### config.mk
export PLATFORM = sky130hd
export DESIGN_NAME = imsic_intp_file
export DESIGN_NICKNAME = d
export VERILOG_FILES = /design/src/rtl/imsic_intp_file.sv
export SDC_FILE = /design/constraint.sdc
export NUM_CORES = 1
export LEC_CHECK = 0
export BUFFER_PORTS_ARGS = -buffer_cell sky130_fd_sc_hd__buf_2
export CAP_MARGIN = 10
export CORE_UTILIZATION = 50
export CTS_BUF_LIST = sky130_fd_sc_hd__clkbuf_4 sky130_fd_sc_hd__clkbuf_8 sky130_fd_sc_hd__clkbuf_16
export DETAILED_ROUTE_END_ITERATION = 8
export PLACE_DENSITY = 0.71
export SKIP_LAST_GASP = 1
export SYNTH_ARGS = -nofsm -noshare
export SYNTH_HDL_FRONTEND = slang
export SYNTH_SLANG_ARGS = --single-unit
### constraint.sdc
create_clock -name i_clk -period 6.9 [get_ports i_clk]
set_input_delay 1.38 -clock i_clk [delete_from_list [all_inputs] [get_ports i_clk]]
set_output_delay 1.38 -clock i_clk [all_outputs]
set_load 0.01 [all_outputs]
### src/rtl/imsic_intp_file.sv
// One IMSIC interrupt file: eip/eie arrays, eidelivery/eithreshold, and a chunked
// priority sweep that publishes the lowest pending-and-enabled identity as topei.
module imsic_intp_file #(
  parameter  int NR_SRC     = 64,
  parameter  int NR_SRC_LEN = 32,
  parameter  int SCAN_WIDTH = 8,
  localparam int ID_W       = $clog2(NR_SRC)
) (
  input  logic                  i_clk,
  input  logic                  i_rst,
  input  logic [NR_SRC_LEN-1:0] i_setipnum,
  input  logic                  i_setipnum_we,
  input  logic                  i_reg_we,
  input  logic [7:0]            i_reg_addr,
  input  logic [31:0]           i_reg_wdata,
  output logic [31:0]           o_reg_rdata,
  input  logic                  i_claim,
  output logic [ID_W-1:0]       o_topei,
  output logic                  o_irq,
  output logic                  o_busy
);

  localparam int NR_WORDS  = NR_SRC / 32;
  localparam int NR_CHUNKS = NR_SRC / SCAN_WIDTH;
  localparam int CNT_W     = (NR_CHUNKS > 1) ? $clog2(NR_CHUNKS) : 1;
  localparam logic [CNT_W-1:0] LAST_CHUNK = CNT_W'(NR_CHUNKS - 1);
  localparam logic [7:0] ADDR_EIDELIVERY  = 8'h70;
  localparam logic [7:0] ADDR_EITHRESHOLD = 8'h72;

  typedef enum logic [0:0] {
    ST_IDLE = 1'b0,
    ST_SCAN = 1'b1
  } state_e;

  logic [NR_SRC-1:0] eip_q, eip_d;
  logic [NR_SRC-1:0] eie_q, eie_d;
  logic              deliv_q, deliv_d;
  logic [ID_W-1:0]   thr_q, thr_d;

  state_e            state_q;
  logic [CNT_W-1:0]  cnt_q;
  logic [ID_W-1:0]   best_q;
  logic [ID_W-1:0]   topei_q, topei_d;
  logic              irq_q, irq_d;
  logic              busy_q;

  logic              eip_sel_s, eie_sel_s, word_ok_s;
  logic [5:0]        word_s;
  logic              eip_we_s, eie_we_s, thr_we_s, deliv_we_s;
  logic              setip_ok_s, claim_clr_s, change_s;
  logic [ID_W-1:0]   setip_id_s;
  logic [NR_SRC-1:0] qual_s;
  logic [ID_W-1:0]   cand_s, best_next_s;
  logic              last_s;

  // Indirect CSR address decode and event qualification
  always_comb begin
    eip_sel_s   = (i_reg_addr[7:6] == 2'b10);
    eie_sel_s   = (i_reg_addr[7:6] == 2'b11);
    word_s      = i_reg_addr[5:0];
    word_ok_s   = ({2'b00, word_s} < 8'(NR_WORDS));
    eip_we_s    = i_reg_we & eip_sel_s & word_ok_s;
    eie_we_s    = i_reg_we & eie_sel_s & word_ok_s;
    thr_we_s    = i_reg_we & (i_reg_addr == ADDR_EITHRESHOLD);
    deliv_we_s  = i_reg_we & (i_reg_addr == ADDR_EIDELIVERY);
    setip_ok_s  = i_setipnum_we & (i_setipnum != {NR_SRC_LEN{1'b0}})
                  & (i_setipnum < NR_SRC_LEN'(NR_SRC));
    setip_id_s  = i_setipnum[ID_W-1:0];
    claim_clr_s = i_claim & (topei_q != {ID_W{1'b0}});
    change_s    = setip_ok_s | eip_we_s | eie_we_s | thr_we_s | i_claim;
  end

  // Combinational register read; unmapped addresses read as zero
  always_comb begin
    o_reg_rdata = 32'h0000_0000;
    if (i_reg_addr == ADDR_EIDELIVERY) begin
      o_reg_rdata = {31'h0000_0000, deliv_q};
    end else if (i_reg_addr == ADDR_EITHRESHOLD) begin
      o_reg_rdata = 32'(thr_q);
    end else if ((eip_sel_s | eie_sel_s) & word_ok_s) begin
      for (int w = 0; w < NR_WORDS; w++) begin
        o_reg_rdata = (word_s == 6'(w)) ? (eip_sel_s ? eip_q[w*32 +: 32] : eie_q[w*32 +: 32])
                                        : o_reg_rdata;
      end
    end else begin
      o_reg_rdata = 32'h0000_0000;
    end
  end

  // Next-state of the register file: CSR write, then claim clear, then setipnum OR
  always_comb begin
    eip_d = eip_q;
    eie_d = eie_q;
    for (int w = 0; w < NR_WORDS; w++) begin
      eip_d[w*32 +: 32] = (eip_we_s && word_s == 6'(w)) ? i_reg_wdata : eip_d[w*32 +: 32];
      eie_d[w*32 +: 32] = (eie_we_s && word_s == 6'(w)) ? i_reg_wdata : eie_d[w*32 +: 32];
    end
    eip_d[topei_q]    = eip_d[topei_q] & ~claim_clr_s;
    eip_d[setip_id_s] = eip_d[setip_id_s] | setip_ok_s;
    eip_d[0]          = 1'b0;
    eie_d[0]          = 1'b0;
    thr_d   = thr_we_s   ? i_reg_wdata[ID_W-1:0] : thr_q;
    deliv_d = deliv_we_s ? i_reg_wdata[0]        : deliv_q;
  end

  // Qualification vector and lowest qualifying id in the chunk selected by cnt_q
  always_comb begin
    qual_s = {NR_SRC{1'b0}};
    for (int i = 0; i < NR_SRC; i++) begin
      qual_s[i] = eip_q[i] & eie_q[i]
                  & ((thr_q == {ID_W{1'b0}}) | (ID_W'(i) < thr_q));
    end
    cand_s = {ID_W{1'b0}};
    for (int c = 0; c < NR_CHUNKS; c++) begin
      for (int j = SCAN_WIDTH - 1; j >= 0; j--) begin
        cand_s = ((cnt_q == CNT_W'(c)) && qual_s[c*SCAN_WIDTH + j])
                 ? ID_W'(c*SCAN_WIDTH + j) : cand_s;
      end
    end
    best_next_s = (best_q != {ID_W{1'b0}}) ? best_q : cand_s;
    last_s      = (state_q == ST_SCAN) && !change_s && (cnt_q == LAST_CHUNK);
  end

  // Published topei and irq; a claim zeroes topei on the same edge to avoid a double claim
  always_comb begin
    if (i_claim) begin
      topei_d = {ID_W{1'b0}};
    end else if (last_s) begin
      topei_d = best_next_s;
    end else begin
      topei_d = topei_q;
    end
    irq_d = deliv_d & (topei_d != {ID_W{1'b0}});
  end

  // Register file state
  always_ff @(posedge i_clk or posedge i_rst) begin
    if (i_rst) begin
      eip_q   <= {NR_SRC{1'b0}};
      eie_q   <= {NR_SRC{1'b0}};
      deliv_q <= 1'b0;
      thr_q   <= {ID_W{1'b0}};
    end else begin
      eip_q   <= eip_d;
      eie_q   <= eie_d;
      deliv_q <= deliv_d;
      thr_q   <= thr_d;
    end
  end

  // Sweep FSM; any change event restarts from chunk 0 without publishing
  always_ff @(posedge i_clk or posedge i_rst) begin
    if (i_rst) begin
      state_q <= ST_IDLE;
      cnt_q   <= {CNT_W{1'b0}};
      best_q  <= {ID_W{1'b0}};
      busy_q  <= 1'b0;
      topei_q <= {ID_W{1'b0}};
      irq_q   <= 1'b0;
    end else begin
      topei_q <= topei_d;
      irq_q   <= irq_d;
      case (state_q)
        ST_IDLE: begin
          if (change_s) begin
            state_q <= ST_SCAN;
            cnt_q   <= {CNT_W{1'b0}};
            best_q  <= {ID_W{1'b0}};
            busy_q  <= 1'b1;
          end else begin
            state_q <= ST_IDLE;
            busy_q  <= 1'b0;
          end
        end
        ST_SCAN: begin
          if (change_s) begin
            state_q <= ST_SCAN;
            cnt_q   <= {CNT_W{1'b0}};
            best_q  <= {ID_W{1'b0}};
            busy_q  <= 1'b1;
          end else if (cnt_q == LAST_CHUNK) begin
            state_q <= ST_IDLE;
            cnt_q   <= {CNT_W{1'b0}};
            best_q  <= {ID_W{1'b0}};
            busy_q  <= 1'b0;
          end else begin
            state_q <= ST_SCAN;
            cnt_q   <= cnt_q + CNT_W'(1'b1);
            best_q  <= best_next_s;
            busy_q  <= 1'b1;
          end
        end
        default: begin
          state_q <= ST_IDLE;
          cnt_q   <= {CNT_W{1'b0}};
          best_q  <= {ID_W{1'b0}};
          busy_q  <= 1'b0;
        end
      endcase
    end
  end

  assign o_topei = topei_q;
  assign o_irq   = irq_q;
  assign o_busy  = busy_q;

endmodule

# == Word level (Yosys, flattened, before mapping) ==
# Cells that the tools add are included.
# op_classes
reduce_logical,79
bitwise_logic,209
order_cmp,69
addsub,1
multipliers,0
n_mux,98
n_eq_ne,13
shifts,0
n_div,0
# ops
operator,count
$mux W32,9
$mux W6,38
$lt A6 B6 Y1 const A,32
$and A1 B1 Y1,138
$bwmux W64,2
$lt A5 B6 Y1 const A,16
$mux W5,16
$logic_and A1 B1 Y1,71
$or A1 B1 Y1,69
$lt A4 B6 Y1 const A,8
$lt A32 B7 Y1 const B,1
$mux W4,8
$reduce_bool A32 Y1,1
$mux W3,10
$lt A3 B6 Y1 const A,4
$reduce_bool A6 Y1,3
$eq A8 B7 Y1 const B,2
$lt A6 B7 Y1 const B,2
$bmux W1 S6,2
$demux W1 S6,2
$eq A3 B3 Y1 const B,4
$ge A6 B1 Y1 const B,2
$logic_not A6 Y1,2
$lt A2 B6 Y1 const A,2
15 further kinds,25
# totals
ram_bits,0
mem_count,0
latch_bits,0
word_cells,479
reg_bits,150
romBits,0
out_inout_bits,40

# == Longest topological paths before layout ==
# depth
ltp_word,72
mapped_depth,14

# == Worst setup path before layout ==
# Ideal clock, no wire load.
# synth_path
path_type,input -> output
from,in i_reg_addr[7]
to,out o_reg_rdata[11]
arrival_time_ns,3.094
path_stages,7
slack_ns,2.426
cell_sequence,nor2b_1 -> clkbuf_1 -> clkbuf_1 -> buf_1 -> mux2i_1 -> o22a_1 -> nor2_1
# synth_between
elab_chain_len,7
elab_cells_between_ends,13
cone_classes,eq/ne (4); mux (7); bitwise (2)
# synth_lines
element,line,text
start: declaration,14,"input logic [7:0] i_reg_addr,"
$eq A2 B2 Y1,58,eip_sel_s = (i_reg_addr[7:6] == 2'b10);
$mux W32 (3 in a row),82,o_reg_rdata = (word_s == 6'(w)) ? (eip_sel_s ? eip_q[w*32 +: 32] : eie_q[w*32 +: 32])
$mux W32,80,end else if ((eip_sel_s | eie_sel_s) & word_ok_s) begin
$mux W32,78,end else if (i_reg_addr == ADDR_EITHRESHOLD) begin
$mux W32 *,76,if (i_reg_addr == ADDR_EIDELIVERY) begin
end: declaration,16,"output logic [31:0] o_reg_rdata,"
# Mark *: on every way between the ends. The rest lies on a longest branch, timed or not.

# == Final worst setup path ==
# layout_path
from,in i_reg_addr[1]
to,reg eip_q[1]
# layout_between
elab_chain_len,12
elab_cells_between_ends,16
cone_classes,order compare (1); eq/ne (1); mux (8); bitwise (3); reduce/logical (3)
# layout_lines
element,line,text
$lt A6 B2 Y1,61,"word_ok_s = ({2'b00, word_s} < 8'(NR_WORDS));"
$and A1 B1 Y1,62,eip_we_s = i_reg_we & eip_sel_s & word_ok_s;
$logic_and A1 B1 Y1,95,eip_d[w*32 +: 32] = (eip_we_s && word_s == 6'(w)) ? i_reg_wdata : eip_d[w*32 +: 32];
$mux W32,95,
$bmux W1 S6,98,eip_d[topei_q] = eip_d[topei_q] & ~claim_clr_s;
$mux W1 (implied by the code),98,
$and A1 B1 Y1,98,
$bwmux W64 *,98,
$bmux W1 S6,99,eip_d[setip_id_s] = eip_d[setip_id_s] | setip_ok_s;
$mux W1 (implied by the code),99,
$or A1 B1 Y1,99,
$bwmux W64 *,99,
named net eip_d[1],35,"logic [NR_SRC-1:0] eip_q, eip_d;"
end signal: assignment,139,eip_q <= {NR_SRC{1'b0}};
end signal: assignment,144,eip_q <= eip_d;
end: declaration,35,
# The timed path passes the listed nets; every way through them passes the cells marked *. The select of a mux whose other input is x is not followed.
# A chain may end at the register's enable or synchronous reset.

==> key figures <==
Floorplanning
  – Initial Utilization: about half
  – # IOs: 117
  – Die height: between 150 and 200 um
  – Num rows: 58
  – Core Box Area: 25300 um^2
  – Die width: 163 um
  – Die Footprint: between 20000 and 30000 um^2

Drt
  – Wire length per cell: 28.1 um
  – Drt drc: 0
  – ANT nets after route: 0
  – Drt pass-1 iters: 6
  – Initial DRC Count: around 2100
  – Vias per cell: 7.15
  – Final WL: 54400 um
  – Via count: 13800

Placement
  – IO Port Bufs: 116
  – DP HPWL: 40200 um
  – Placed Area: 13800 um^2
  – RD Place Congestion: 1.06
  – Placed Cells incl. Taps: 1901
  – Placement Setup Slack: 1280 ps

Global route
  – Total gr overflow: 0
  – Global Route Usage Sum: 41.1%
  – First-pass GRT wire length: 80400 um
  – Antenna violations before repair: 1
  – Vias in the first global route: 13000
  – Largest net degree at the start of global routing: 104

Clocking
  – Clk root buf: clkbuf_16
  – Post-cts sizing count: 0
  – Clk pin slew, worst setup/hold paths: 70 ps
  – Cts bufs inserted: 17
  – Htree depth: 4
  – Post-CTS Hold Fix Bufs: 0
  – CTS max path bufs: 2
  – CTS tree: built
  – Postcts setup bufs: 0
  – Clock Latency Late Sink: 430 ps
  – Num Clock Sinks: 150

Setup path
  – CP startpoint kind: input port
  – Crit path kind: input port to register
  – Critical Path RT: 7200 ps
  – Worst path cell trace: buf_2 -> nor4b_4 -> nand3_2 -> mux2_1 -> a2111oi_0 -> a31oi_1 -> nor4_2 -> a41oi_4 -> a21oi_4 -> buf_4 -> nor4b_4 -> a22oi_1
  – CP max stage delay: 530 ps
  – CP most frequent cell: nor4b_4
  – Crit path max fanout: 20
  – Reg2reg start: o_topei[2]
  – Crit path max-delay cell type: a2111oi_0
  – Crit end category: register
  – FF-to-FF path depth: 10
  – Critical Path Sink: eip_q[1]
  – RR Endpoint: eip_q[1]
  – R2R Setup Slk: 2300 ps
  – WP data arrival: ~5600 ps
  – CP Launch Point: i_reg_addr[1]

Timing
  – RSZ-0062 raised after global routing: no
  – Tmin final: 5260 ps
  – Worst slew pin tran: between 1000 and 1500 ps
  – Max Fclk: roughly 190 MHz
  – Hold_ws: around 530 ps
  – Endpoints failing setup: 0
  – Final hold violations: 0
  – Fin. max-slew vios: 0
  – Post-route worst setup slack: about 1600 ps
  – Setup TNS: 0 ps
  – Max-slew headroom: between 10% and 20%
  – Clock Skew: 16.7 ps
  – Crit share post-route: roughly three quarters

Finish
  – Area delta synth->final: 11.4%
  – Fin cells: ~1900
  – Finished Cell Area: 14400 um^2
  – Commonest cells after routing, fill and taps aside: 167 x nor2_1, 152 x nand2_1, 150 x dfrtp_1, 127 x mux2i_1, 116 x buf_2
  – Filler cells: 2341
  – Commonest non-fill, non-tap cell in the layout: nor2_1
  – Share of cells above drive strength 1: 21.1%
  – Reg area: ~3800 um^2
  – Multi-input logic area: 8680 um^2
  – Nets: 1673

Pwr
  – Peak VDD IR: 0.148 mV
  – Leakage: ~0.006 uW
  – Pwr/cell area: 214 nW/um^2

Yosys
  – Primary FF master, synth: dfrtp_1
  – Async set-reset flop share out of synthesis: 100%
  – Synth cell types: 83
  – Sequential-to-total area share from yosys stat: 29.1%
  – Seq cells post-synth: 150
  – EDFF count, synth: 0
  – Synthesis Warnings: 0
  – Mapped cell area: 12900 um^2
  – Mean Syn Cell Area: 8.38 um^2
  – Syn Nets: 1623
  – Post-synthesis cell count: 1540

Min path
  – Hold Path Class: register to register
  – Hold Crit Depth: 1

Status
  – Outcome: finished, final reports clean

Flow run
  – Max-capacitance violation count: 0
==> state kept, by name (all words and copies together) (netlist names) <==
| name | count |
|---|---|
| cnt_q | 3 |
| best_q | 6 |
| deliv_q | 1 |
| o_busy | 1 |
| o_topei | 6 |
| eip_q | 63 |
| o_irq | 1 |
| eie_q | 63 |
| thr_q | 6 |
==> metrics by stage <==
step	total power (uW)	util (%)
3_5_place_dp	2080	54.6
3_3_place_gp	2070	54.6
4_1_cts	3030	56.9
5_1_grt	3200	56.9
6_report	3080	56.9
2_1_floorplan	1720	-
==> kinds of logic after synthesis <==
family                     share of synthesized area (%)
AOI/OAI and AO/OA                                   24.4
xor gates and xnor gates                           0.204
adders and majority gates                          0.659
buffers and inverters                               4.19
DFF                                                 29.1
muxes                                               20.3
and+or+nand+nor                                     21.2
==> worst max-delay path, delay by kind of cell <==
family / cells / cell delay (ps)
simple gates: 4 / 1660
mux: 1 / 510
buf+inv: 2 / 430
compound gates: 5 / 1540
==> final cells by class <==
cell class / count / share of cell area (%)
diodes: 2 / 0.0348
well taps: 330 / 2.87
inverters: 13 / 0.374
clock inverters: 13 / 0.940
repair buffers: 156 / 6.13
clock buffers: 19 / 3.15
flip-flops and latches: 150 / 26.1
multi-input cells: 1252 / 60.4
==> where the power goes <==
group | total [uW] | internal, uW | switching, uW
combinational | 897 | 352 | 545
clock | 965 | 528 | 437
sequential | 1220 | 1010 | 209
total | 3080 | 1890 | 1190
==> synth_stat cells (all sizes together) (8+ instances only) <==
| library cell | number | share of area [%] |
|---|---|---|
| nor3 | 33 | 1.4 |
| o32a | 8 | 0.62 |
| nor2 | 167 | 4.9 |
| a211oi | 14 | 0.81 |
| nand4 | 19 | 0.92 |
| mux2i | 127 | 9.8 |
| buf | 23 | 0.84 |
| o31ai | 11 | 0.64 |
| and3 | 11 | 0.53 |
| o22ai | 11 | 0.53 |
| a21oi | 104 | 4.1 |
| inv | 13 | 0.38 |
| nand3b | 15 | 0.87 |
| nor3b | 13 | 0.79 |
| o21ai | 47 | 1.8 |
| a31oi | 36 | 1.7 |
| a2bb2oi | 13 | 0.88 |
| a22oi | 25 | 1.5 |
| dfrtp | 150 | 29 |
| a221oi | 37 | 2.5 |
| and2 | 13 | 0.63 |
| nor2b | 8 | 0.39 |
| nand2 | 152 | 4.4 |
| mux2 | 110 | 9.6 |
| a32oi | 8 | 0.54 |
| or3 | 17 | 0.82 |
| or2 | 15 | 0.73 |
| nand3 | 40 | 1.6 |
| nand2b | 12 | 0.58 |
| nor4 | 15 | 0.78 |
| a21boi | 11 | 0.64 |
| o211ai | 18 | 1.0 |
| o22a | 31 | 2.1 |
| clkbuf | 102 | 3.0 |
==> routing by layer <==
layer | vias up | routed length, um | GRT usage (%)
met5 | - | 0 | 0
li1 | 5963 | - | -
met2 | 1016 | 23900 | 62.5
met1 | 6661 | 21500 | 54.1
met4 | 0 | 2870 | 20.3
met3 | 204 | 6140 | 10.4
==> how the worst min path moves through the flow <==
stage / start / slack (ps) / end
after floorplan: eie_q[37] / 490 / eie_q[37]
after global placement: eie_q[43] / 500 / eie_q[43]
after detailed placement: eie_q[43] / 510 / eie_q[43]
after CTS: eie_q[43] / 530 / eie_q[43]
after global routing: eie_q[43] / 540 / eie_q[43]
final: eie_q[13] / 530 / eie_q[13]
Note: power is estimated with default switching activity, not from simulation.
